**config.mk**
```make
export PLATFORM = sky130hd
export DESIGN_NAME = reginvalid_stall
export DESIGN_NICKNAME = d
export VERILOG_FILES = /design/src/rtl/reginvalid_stall.sv
export SDC_FILE = /design/constraint.sdc
export NUM_CORES = 1
export LEC_CHECK = 0
export CORE_MARGIN = 5
export CORE_UTILIZATION = 51
export DETAILED_ROUTE_END_ITERATION = 16
export PLACE_DENSITY = 0.85
export SETUP_SLACK_MARGIN = 0.3
export SYNTH_ARGS = -nofsm -noshare
export SYNTH_HDL_FRONTEND = slang
export SYNTH_SLANG_ARGS = --single-unit
```
**constraint.sdc**
```tcl
create_clock -name clk -period 5.7 [get_ports clk]
set_clock_uncertainty 0.2 [all_clocks]
set_input_delay 1.14 -clock clk [delete_from_list [all_inputs] [get_ports clk]]
set_output_delay 1.14 -clock clk [all_outputs]
set_load 0.01 [all_outputs]
```
**src/rtl/reginvalid_stall.sv**
```systemverilog
// Decode-side consumer of the per-register invalid counters. It detects source-operand
// hazards, drives stall and the per-register countdown feedback, and keeps stall statistics.
module reginvalid_stall #(
    parameter int NREG     = 8,
    parameter int CW       = 3,
    parameter int WD_LIMIT = 15
) (
    input  logic                      clk,
    input  logic                      reset,
    input  logic                      flush_decode,
    input  logic                      memory_waiting,
    input  logic [NREG*CW-1:0]        cnt_in,
    input  logic                      issue_valid,
    input  logic                      rs_valid,
    input  logic [$clog2(NREG)-1:0]   rs,
    input  logic                      rt_valid,
    input  logic [$clog2(NREG)-1:0]   rt,
    output logic [NREG*2-1:0]         nex,
    output logic                      stall,
    output logic [15:0]               stall_count,
    output logic                      wd_err
);

    localparam int RW   = $clog2(NREG);
    localparam int RUNW = 5;
    localparam logic [RUNW:0] WD_LIM = (RUNW+1)'(WD_LIMIT);

    typedef enum logic [1:0] {
        IDLE  = 2'd0,
        STALL = 2'd1,
        DRAIN = 2'd2
    } state_t;

    state_t            state;
    logic [CW-1:0]     cnt [NREG];
    logic              haz_rs;
    logic              haz_rt;
    logic              hazard;
    logic [RUNW-1:0]   run_cnt;
    logic [RUNW:0]     run_inc;

    always_comb begin
        for (int unsigned i = 0; i < NREG; i++) begin
            cnt[i] = cnt_in[i*CW +: CW];
        end
    end

    assign haz_rs = issue_valid & rs_valid & (rs != '0) & (cnt[rs] != '0);
    assign haz_rt = issue_valid & rt_valid & (rt != '0) & (cnt[rt] != '0);
    assign hazard = haz_rs | haz_rt;

    assign stall = ~flush_decode & (hazard | (state == STALL) | (state == DRAIN));

    // Frozen counts clamp to the 2-bit range; draining counts step down, with 1 retiring to 0.
    always_comb begin
        logic [CW-1:0] c;
        logic [CW-1:0] dec;
        c   = '0;
        dec = '0;
        nex = '0;
        for (int unsigned i = 1; i < NREG; i++) begin
            c   = cnt[i];
            dec = c - CW'(1);
            if (memory_waiting) begin
                nex[i*2 +: 2] = (c >= CW'(3)) ? 2'd3 : c[1:0];
            end else if (c >= CW'(2)) begin
                nex[i*2 +: 2] = (dec >= CW'(3)) ? 2'd3 : dec[1:0];
            end else begin
                nex[i*2 +: 2] = 2'd0;
            end
        end
    end

    assign run_inc = {1'b0, run_cnt} + (RUNW+1)'(1);

    always_ff @(posedge clk or negedge reset) begin
        if (!reset) begin
            state       <= IDLE;
            stall_count <= '0;
            run_cnt     <= '0;
            wd_err      <= 1'b0;
        end else begin
            if (flush_decode) begin
                state <= IDLE;
            end else begin
                unique case (state)
                    IDLE:    state <= hazard ? STALL : IDLE;
                    STALL,
                    DRAIN: begin
                        if (hazard)              state <= STALL;
                        else if (memory_waiting) state <= DRAIN;
                        else                     state <= IDLE;
                    end
                    default: state <= IDLE;
                endcase
            end

            if (stall && (stall_count != '1)) begin
                stall_count <= stall_count + 16'd1;
            end

            // Flush forces stall low, so the run counter clears on flush as well.
            if (!stall) begin
                run_cnt <= '0;
            end else if (run_cnt != '1) begin
                run_cnt <= run_inc[RUNW-1:0];
            end

            if (stall && (run_inc >= WD_LIM)) begin
                wd_err <= 1'b1;
            end
        end
    end

endmodule

```
Word-level counts from Yosys, hierarchy flattened

Index checks and enable logic that the tools add are counted.

Register bits after elaboration: 24
Latch bits: 0
Bits in writable memories: 0
Bits in read-only memories: 0
Input port bits: 37
Output and inout bits: 34
Word-level logic and storage cells: 104
Memories kept: 0

Add/subtract/negate cells: 9
$mul: 0
Divide/modulo/power cells: 0
$lt $le $gt $ge: 24
Eq/ne operators: 5
Shift operators: 0
Muxes and demuxes: 41
Bitwise operators: 13
Reductions and logical operators: 8

Operators with widths:

| kind                    | number |
|---|---|
| $ge A3 B2 Y1 const B    | 21 |
| $mux W2                 | 31 |
| $sub A3 B1 Y3 const B   | 7 |
| $bmux W3 S3             | 2 |
| $add A16 B1 Y16 const B | 1 |
| $ne A16 B16 Y1 const B  | 1 |
| $mux W3                 | 4 |
| $reduce_bool A3 Y1      | 4 |
| $mux W5                 | 2 |
| $ge A4 B4 Y1 const B    | 2 |
| $not A3 Y4              | 2 |
| $and A1 B1 Y1           | 7 |
| $add A5 B1 Y6 const B   | 1 |
| $ge A6 B4 Y1 const B    | 1 |
| $ne A5 B5 Y1 const B    | 1 |
| $pmux W2 S2             | 1 |
| $or A1 B1 Y1            | 3 |
| $eq A2 B1 Y1 const B    | 1 |
| $eq A2 B2 Y1 const B    | 1 |
| $logic_and A1 B1 Y1     | 2 |
| $logic_not A2 Y1        | 1 |
| $ne A2 B1 Y1 const B    | 1 |
| $reduce_or A2 Y1        | 1 |
| $mux W1                 | 1 |
| $not A1 Y1              | 1 |

Longest topological paths before layout

Gate-level depths: netlist (run 1).

Depth in word-level cells: 11
Gate-level depth with buffers: 7
Gate-level depth less buffers: 7

Worst setup path after synthesis (run 1)

OpenSTA, ideal clock, no wires.

Path kind: input -> output
Start: input port rs[1]
End: output port stall
Arrival time: 2.741 ns
Required time: 4.360 ns
Path slack: 1.619 ns
Stages on the path: 7
Path buffers: 1
Path through: or4b_1 -> o22ai_2 -> o31ai_2 -> a2111oi_4 -> or2_1 -> buf_2 -> inv_1

Cells in the longest elaborated chain, start to end: 10
Elaborated cells on any way between the ends: 12
Classes of those cells: mux (3); bitwise (7); reduce/logical (2)

RTL lines:

| item                                       | RTL line | text |
|---|---|---|
| start, declared                            | 15       | `input logic [$clog2(NREG)-1:0] rs,` |
| $not A3 Y4 (implied by the code)           | 48       | `assign haz_rs = issue_valid & rs_valid & (rs != '0) & (cnt[rs] != '0);` |
| $bmux W3 S3                                | 48       |  |
| $mux W3 (implied by the code) (2 in a row) | 48       |  |
| $reduce_bool A3 Y1                         | 48       |  |
| $and A1 B1 Y1 *                            | 48       |  |
| $or A1 B1 Y1 *                             | 50       | `assign hazard = haz_rs \| haz_rt;` |
| $or A1 B1 Y1 * (2 in a row)                | 52       | `assign stall = ~flush_decode & (hazard \| (state == STALL) \| (state == DRAIN));` |
| $and A1 B1 Y1 *                            | 52       |  |
| end, declared                              | 19       | `output logic stall,` |

Mark *: on every way between the ends. The rest lies on a longest branch, timed or not. The select of a mux whose other input is x is not followed.

Worst setup path after layout (run 1)

Start: input port cnt_in[16]
End: output port stall

Cells in the longest elaborated chain, start to end: 9
Elaborated cells on any way between the ends: 14
Classes of those cells: mux (6); bitwise (6); reduce/logical (2)

RTL lines:

| item                                           | RTL line | text |
|---|---|---|
| start, declared                                | 12       | `input logic [NREG*CW-1:0] cnt_in,` |
| $bmux W3 S3, on equally long branches          | 48, 49   |  |
| $mux W3, on equally long branches (2 in a row) | 48, 49   |  |
| $reduce_bool A3 Y1, on equally long branches   | 48, 49   |  |
| $and A1 B1 Y1, on equally long branches        | 48, 49   |  |
| $or A1 B1 Y1 *                                 | 50       |  |
| $or A1 B1 Y1 * (2 in a row)                    | 52       |  |
| $and A1 B1 Y1 *                                | 52       |  |

Marks and branches as above.

==> results of run 1 <==
## worst max-delay path, stage by stage
cell                              delay [ns]
sky130_fd_sc_hd__clkdlybuf4s50_1        0.54
sky130_fd_sc_hd__or4b_1                 0.58
sky130_fd_sc_hd__o22ai_2                0.19
sky130_fd_sc_hd__o31ai_2                0.11
sky130_fd_sc_hd__a2111oi_4              0.34
sky130_fd_sc_hd__or2_1                  0.27
sky130_fd_sc_hd__inv_1                  0.06
sky130_fd_sc_hd__clkdlybuf4s50_1        0.48
## kinds of logic after synthesis
group	count (synthesis)	share of synthesized area
DFF	24	0.2648
adders and majority gates	36	0.1986
xor gates and xnor gates	19	0.07336
AOI/OAI and AO/OA	41	0.1269
muxes	4	0.01986
other	1	0.001653
and+or+nand+nor	109	0.2565
buffers and inverters	31	0.05846
## Yosys cell counts, types with 2 or more instances
master and number:
sky130_fd_sc_hd__nand2_1 7, sky130_fd_sc_hd__a21oi_1 21, sky130_fd_sc_hd__ha_1 36, sky130_fd_sc_hd__nor2b_1 4, sky130_fd_sc_hd__and4_1 2, sky130_fd_sc_hd__nand3_1 8
sky130_fd_sc_hd__nor3_1 16, sky130_fd_sc_hd__and3_1 3, sky130_fd_sc_hd__nand4_1 7, sky130_fd_sc_hd__nor2_1 34, sky130_fd_sc_hd__clkbuf_1 5, sky130_fd_sc_hd__o21ai_0 2
sky130_fd_sc_hd__xnor2_1 4, sky130_fd_sc_hd__xor2_1 15, sky130_fd_sc_hd__o31ai_1 7, sky130_fd_sc_hd__or4_1 2, sky130_fd_sc_hd__nor3b_1 2, sky130_fd_sc_hd__dfrtp_1 24
sky130_fd_sc_hd__inv_1 22, sky130_fd_sc_hd__nor4_1 13, sky130_fd_sc_hd__buf_4 2, sky130_fd_sc_hd__mux2i_1 3, sky130_fd_sc_hd__nor4b_1 6
## worst max-delay path by stage
stage | to | cells past startpoint | from
CTS | stall | 8 | cnt_in[16]
floorplan | stall | 7 | rs[1]
detailed placement | stall | 8 | cnt_in[16]
finish | stall | 8 | cnt_in[16]
global route | stall | 8 | cnt_in[10]
global placement | stall | 8 | cnt_in[16]
## final cells by class
type                       count  area (µm²)
multi-input combinational    211        1539
fill                         356        1324
timing repair buffer          66       658.1
sequential                    24       600.6
inverter                      22       82.58
tap                           52       65.06
clock buffer                   4       55.05
## registers in the layout (all words and copies together), names as in the netlist
register,count
wd_err,1
stall_count,16
state,2
run_cnt,5
## power groups by stage
stage / registers (W) / clock network [W] / logic (W)
2_1_floorplan: 0.000244 / 0 / 0.000101
3_3_place_gp: 0.000242 / 0 / 0.000229
3_5_place_dp: 0.000242 / 0 / 0.000236
4_1_cts: 0.000240 / 0.000115 / 0.000238
5_1_grt: 0.000246 / 0.000123 / 0.000259
6_report: 0.000242 / 0.000112 / 0.000235
## metal layers
| layer | up-vias | wire [µm] | GRT usage |
|---|---|---|---|
| met4 | 0 | 88 | 0.05245 |
| met5 | - | 0 | 0 |
| met3 | 12 | 412 | 0.03747 |
| li1 | 1080 | - | - |
| met2 | 89 | 2509 | 0.2997 |
| met1 | 1017 | 2564 | 0.2615 |
## per-stage QoR
step | hold WS, ns | total power, W | cells
after floorplan | 0.3134 | 0.0003446 | 266
after global placement | 0.2630 | 0.0004709 | 375
after detailed placement | 0.2679 | 0.0004780 | 375
after CTS | 0.2892 | 0.0005928 | 379
after global routing | 0.3192 | 0.0006277 | 379
final | 0.2838 | 0.0005893 | 379
==> results.txt, run 1 <==
The run finished with clean final reports. The number of iterations in the first detailed-routing pass is 4. The slew at the pin with the worst max-slew slack came out at about 1.0 ns. The floorplan step set the die height to roughly 77 µm. At the end of routability-driven placement, the weighted congestion stood at around 0.85.

0 antenna diodes ended up in the layout. The clock drives 24 sinks. After detailed routing, the number of remaining DRC violations is 0.

The number of cells on the worst reg-to-reg path is 6. The first-pass GRT wire length came out at 9694 µm. The clock input transition at the sequential cells of the worst setup and hold paths is 0.08 ns. The tree is rooted in a sky130_fd_sc_hd__clkbuf_8. The routed wire length is approximately 5600 µm.

STA classifies the critical path endpoint as an output pin. The mean area per synthesized cell came out at 8.560 µm². The number of DRC markers after the initial detailed-route iteration is slightly below 100.

The detailed-route vias per instance came out at ~5.8. The share of total power dissipated in sequential elements is 0.410. The count of flip-flops with a built-in enable after synthesis is 0. Detailed placement finished with a half-perimeter wire length of 4181 µm. The count of state elements after synthesis is 24. The share of total power dissipated in combinational logic is 0.399. The post-route core utilization is 0.6939. For this run, the top clock speed supported by timing is roughly 200 MHz. The total congestion overflow after global routing is 0. The shortest period the worst path allows is 5.038 ns. The worst hold endpoint is wd_err$_DFFE_PN0P_. The area of the die came out at a little under 6000 µm². Port buffering added 65 buffers. The hold-critical path depth is 1.

The unique cell type count in the Yosys netlist is 43. Summing every instance area after synthesis gives ~2300 µm². The final number of hold-violating endpoints is 0. The sequential area share after synthesis came out at 0.2648. CTS built an H-tree with a depth of 1.

The post-layout instance area is 3000 µm². Setup repair after global routing left no endpoint under its margin. The later pin in the worst-skew pair is clocked with a latency of 0.26 ns. Prior to clock tree synthesis, the placed netlist has a worst setup slack of about 0.65 ns. The clock tree from TritonCTS is done. The post-CTS resize count came out at 0. The worst hold path begins at wd_err$_DFFE_PN0P_. The top-level I/O count came out at just over 70. In the layout the commonest cells are sky130_fd_sc_hd__clkdlybuf4s50_1, sky130_fd_sc_hd__ha_1, sky130_fd_sc_hd__nor2_1, sky130_fd_sc_hd__dfrtp_1, sky130_fd_sc_hd__inv_1. The pin count of the biggest net entering global routing is 30.

After synthesis, the share of flip-flops with an asynchronous set or reset is 1.000. Setup slack closes at 0.6621 ns. The region available for standard cell placement spans 4324 µm². The highest fanout seen on the critical path came out at 8. The area share of the largest cell type after synthesis is 0.2648.

The number of warnings reported in the yosys synthesis log came out at 0. The flop-to-flop setup slack came out at between 3 and 4 ns. The standby leakage power is about 1.4 nW.

Once detail routing completed, the nets flagged for antenna violations numbered 0. In this run the critical register-to-register path is launched from stall_count[7]$_DFFE_PN0P_. The number of buffers on the longest clock path is 2.

The share of the clock period used by the worst path after layout came out at 0.8838. The die extent in x is between 70 and 80 µm. The number of nets in the layout is 401. In this run the worst hold path is classified as reg -> reg. The remaining max-slew budget at the tightest pin is 0.3119. For this block, the via count after detailed routing is 2198. The number of max-cap violations is 0. The average routed wire per standard cell came out at roughly 15 µm. The power density of the placed cells is 196.4 nW/µm². After synthesis, the cell types taking the most area are sky130_fd_sc_hd__dfrtp_1, sky130_fd_sc_hd__ha_1, sky130_fd_sc_hd__xor2_1. Of all cell types, the one taking the most synthesized area is sky130_fd_sc_hd__dfrtp_1.

Of the total power, the clock network draws 0.191. The library cell used most frequently in the layout, excluding fill and tap cells, is sky130_fd_sc_hd__clkdlybuf4s50_1. Setup violations remaining at the end of the flow were counted as 0. The placed cell area is between 2000 and 3000 µm². The synthesis-to-layout area growth came out at 32.27%.

The placement row count is 24. In the synthesized netlist the dominant register cell turns out to be sky130_fd_sc_hd__dfrtp_1. The number of buffers inserted for hold repair after clock tree synthesis is 0. The class of the most critical setup path is in -> out.

The number of global-route vias before repair was 2108. Data on the critical path is required at its endpoint by 4.36 ns. In this run the critical register-to-register path is captured at stall_count[7]$_DFFE_PN0P_.

The max-slew violation total from the final report came out at 0. The critical path arrival came out at 3.70 ns. The post-synthesis cell count is 265. The initial cell density of the core came out at 0.5246.

TritonCTS created 3 clock buffers. The fraction of layout cells with a size suffix above 1 is 0.03058. The internal power consumption is slightly below 0.0004 W.

Post-CTS timing repair inserted 0 buffers for setup. The worst setup path is launched from an input pin. The initial antenna violation count is 0. The setup TNS after final layout is 0 ns.

The proportion of total power due to net switching is 0.3433. Summed over all nets, the switching power comes to about 0.00020 W. The worst-case vdd ir drop is 190.1 µV.

The total routing resource utilization after global routing came out at 0.1893.
Note: power is estimated with default switching activity, not from simulation.
==> inputs of run 2 (changes only) <==
--- a/config.mk
+++ b/config.mk
@@ -5,6 +5,8 @@
 export SDC_FILE = /design/constraint.sdc
 export NUM_CORES = 1
 export LEC_CHECK = 0
+export ABC_CLOCK_PERIOD_IN_PS = 5700
+export CAP_MARGIN = 25
 export CORE_MARGIN = 5
 export CORE_UTILIZATION = 51
 export DETAILED_ROUTE_END_ITERATION = 16
==> run 2 against run 1 <==
Net effect:
- highest routed layer unchanged
- maximum frequency shrank 0.11%
- flip-flop and latch count is the same
- largest cell class unchanged
- non-clock buffer count grew 1
==> results.txt, run 2 (same netlist as run 1, synthesis figures left out) <==
The first-pass GRT wire length was 9480 µm (-2.2%). The upper clock frequency limit is 198.3 MHz (-0.11%). The number of setup violations in the final report is 0 (unchanged). The shortest period the worst path allows came to 5.044 ns (+0.005783 ns). The height of the die came out at 76.69 µm (unchanged). The worst hold-check slack was 0.2863 ns (+0.002596 ns). The post-CTS resize count is 0 (unchanged). The library cell used most frequently in the layout, excluding fill and tap cells, is sky130_fd_sc_hd__clkdlybuf4s50_1. The die extent in x is 76.69 µm (unchanged).

The number of DRC markers after the initial detailed-route iteration is 132 (+33%). The library cell appearing most often on the critical path is sky130_fd_sc_hd__clkdlybuf4s50_1. The number of DRC violations after detailed routing came to 0 (unchanged). The clock input transition at the sequential cells of the worst setup and hold paths is 0.08 ns (about the same).

The detailed-route vias per instance came to 5.739 (-1.0%). The cell at the root of the clock tree is sky130_fd_sc_hd__clkbuf_8. TritonCTS built the clock tree. The layout filler cell count is 347 (-2.5%). The flow ran to the end, and the final reports show no timing, DRC or antenna violations. The top-level I/O count came out at 71 (unchanged). The multi-input combinational cell area is 1539 µm² (unchanged). The maximum level of the CTS H-tree is 1 (unchanged). The post-CTS setup buffer count is 0 (unchanged).

The final number of hold-violating endpoints was 0 (unchanged). STA classifies the critical path startpoint as an input pin. The clock latency at the later pin of the worst-skew pair was 0.27 ns (about the same). The worst-case vdd ir drop came out at 255.1 µV (+34%). The class of the most critical setup path is in -> out. The total routing resource utilization after global routing came to 0.1864 (-0.002893). The total of buffers placed on input and output ports is 65 (unchanged). The number of iterations in the first detailed-routing pass came to 4 (unchanged). The fraction of layout cells with a size suffix above 1 came out at 0.03354 (+0.002956). The worst setup path is captured at an output pin.

The number of nets in the layout is 402 (+0.25%). The sink count of the clock tree was 24 (unchanged). The max-slew violation total from the final report came to 0 (unchanged). The flip-flop and latch area is 600.6 µm² (unchanged).

The detailed placement HPWL is 4193 µm (+0.29%). Traced cell by cell, the critical path runs through clkdlybuf4s50_1, or4b_1, o22ai_2, o31ai_2, a2111oi_4, or2_1, inv_1, clkdlybuf4s50_1. Setup repair after global routing left no endpoint under its margin.

In the layout the commonest cells are sky130_fd_sc_hd__clkdlybuf4s50_1, sky130_fd_sc_hd__ha_1, sky130_fd_sc_hd__nor2_1, sky130_fd_sc_hd__dfrtp_1, sky130_fd_sc_hd__inv_1. The number of buffers created by CTS is 3 (unchanged). The initial antenna violation count came to 0 (unchanged). The setup TNS after final layout is 0 ns (unchanged). In this run the worst hold path is classified as reg -> reg.

The power density of the placed cells is 196.7 nW/µm² (+0.15%). The routability-driven placement congestion ratio is 0.8527 (unchanged). The largest stage delay on the critical path is 0.57 ns (about the same). The highest fanout seen on the critical path came out at 8 (unchanged). In the final layout, the registers with the most flip-flops are stall_count x16, run_cnt x5, state x2. For this design, the slowest cell found on the critical path is sky130_fd_sc_hd__or4b_1. The number of max-cap violations came to 0 (unchanged). The number of buffers inserted for hold repair after clock tree synthesis came out at 0 (unchanged). The initial cell density of the core came out at 0.5246 (unchanged). More flip-flops sit in one register than any other, and that register is stall_count. The core area is 4324 µm² (unchanged). The synthesis-to-layout area growth came out at 32.93%. The standby leakage power came out at 1.362 nW (+0.55%). The placement row count is 24 (unchanged). The routed wire length came out at 5543 µm (-0.56%). The number of buffers on the longest clock path is 2 (unchanged). The slew at the pin with the worst max-slew slack is 1.003 ns (-0.02547 ns). The final antenna-violating net count is 0 (unchanged).

The final antenna diode count is 0 (unchanged). The average routed wire per standard cell is 14.59 µm (-0.82%). The critical path arrival came out at 3.70 ns (about the same). The share of the clock period used by the worst path after layout came out at 0.8849 (+0.001015).

The number of flip-flops under the largest register name was 16 (unchanged). The pin count of the biggest net entering global routing came out at 30 (unchanged). The number of global-route vias before repair is 2039 (-3.3%). The via count came out at 2181 (-0.77%).

The area of the die is 5881 µm² (unchanged). The required time at the worst-slack endpoint came out at 4.36 ns (about the same). The total congestion overflow after global routing is 0 (unchanged). The remaining max-slew budget at the tightest pin came out at 0.3289 (+0.01703).
==> run 2: changes by cell type in the layout (fill, tap and decap cells not counted), sizes merged <==
cell	before	now
buf	1	2
==> run 2: metal layers <==
layer / share of wire / up-vias / wire (µm) / track usage
li1: - / 1073 / - / -
met1: 0.46 / 1020 / 2576 / 0.2610
met2: 0.46 / 79 / 2532 / 0.2920
met3: 0.063 / 9 / 351 / 0.03162
met4: 0.015 / 0 / 83 / 0.05769
met5: 0 / - / 0 / 0
==> run 2: report_power, final <==
group	total, W	switching [W]	internal [W]
Sequential	0.000242	0.0000457	0.000197
Clock	0.000114	0.0000524	0.0000617
Combinational	0.000237	0.000107	0.000130
Total	0.000593	0.000205	0.000388
==> run 2: final timing paths <==
| path | from | endpoint | slack (ns) | depth (start not counted) |
|---|---|---|---|---|
| min reg2reg | wd_err$_DFFE_PN0P_ | wd_err$_DFFE_PN0P_ | 0.29 | 1 |
| max in group asynchronous | reset | stall_count[2]$_DFFE_PN0P_ | 3.80 | 2 |
| min in group asynchronous | reset | run_cnt[2]$_DFFE_PN0P_ | 1.02 | 1 |
| max reg2reg | stall_count[7]$_DFFE_PN0P_ | stall_count[7]$_DFFE_PN0P_ | 3.36 | 6 |
| min | wd_err$_DFFE_PN0P_ | wd_err$_DFFE_PN0P_ | 0.29 | 1 |
| max | cnt_in[16] | stall | 0.66 | 8 |
==> run 2: final cells by class <==
class,instances,share of cell area
clock buffer,4,0.01826
inverter,22,0.02739
multi-input combinational,211,0.5104
sequential,24,0.1992
tap,52,0.02158
timing repair buffer,67,0.2232
==> run 2: metrics by stage <==
step / std cells / total power, W / util / worst slack [ns] / instance area [µm²]
finish: 380 / 0.0005931 / 0.6973 / 0.6564 / 3015
global route: 380 / 0.0006304 / 0.6973 / 0.4390 / 3015
CTS: 380 / 0.0005962 / 0.6973 / 0.6228 / 3015
detailed placement: 376 / 0.0004790 / 0.6846 / 0.6309 / 2960
global placement: 375 / 0.0004709 / 0.6811 / 0.7037 / 2945
floorplan: 266 / 0.0003446 / - / 1.619 / 2272
==> run 2: critical path: cells and delay by family <==
family	cells	cell delay [ns]
AND/OR/NAND/NOR	2	0.84
buffers and inverters	3	1.08
AO/OA/AOI/OAI	3	0.64
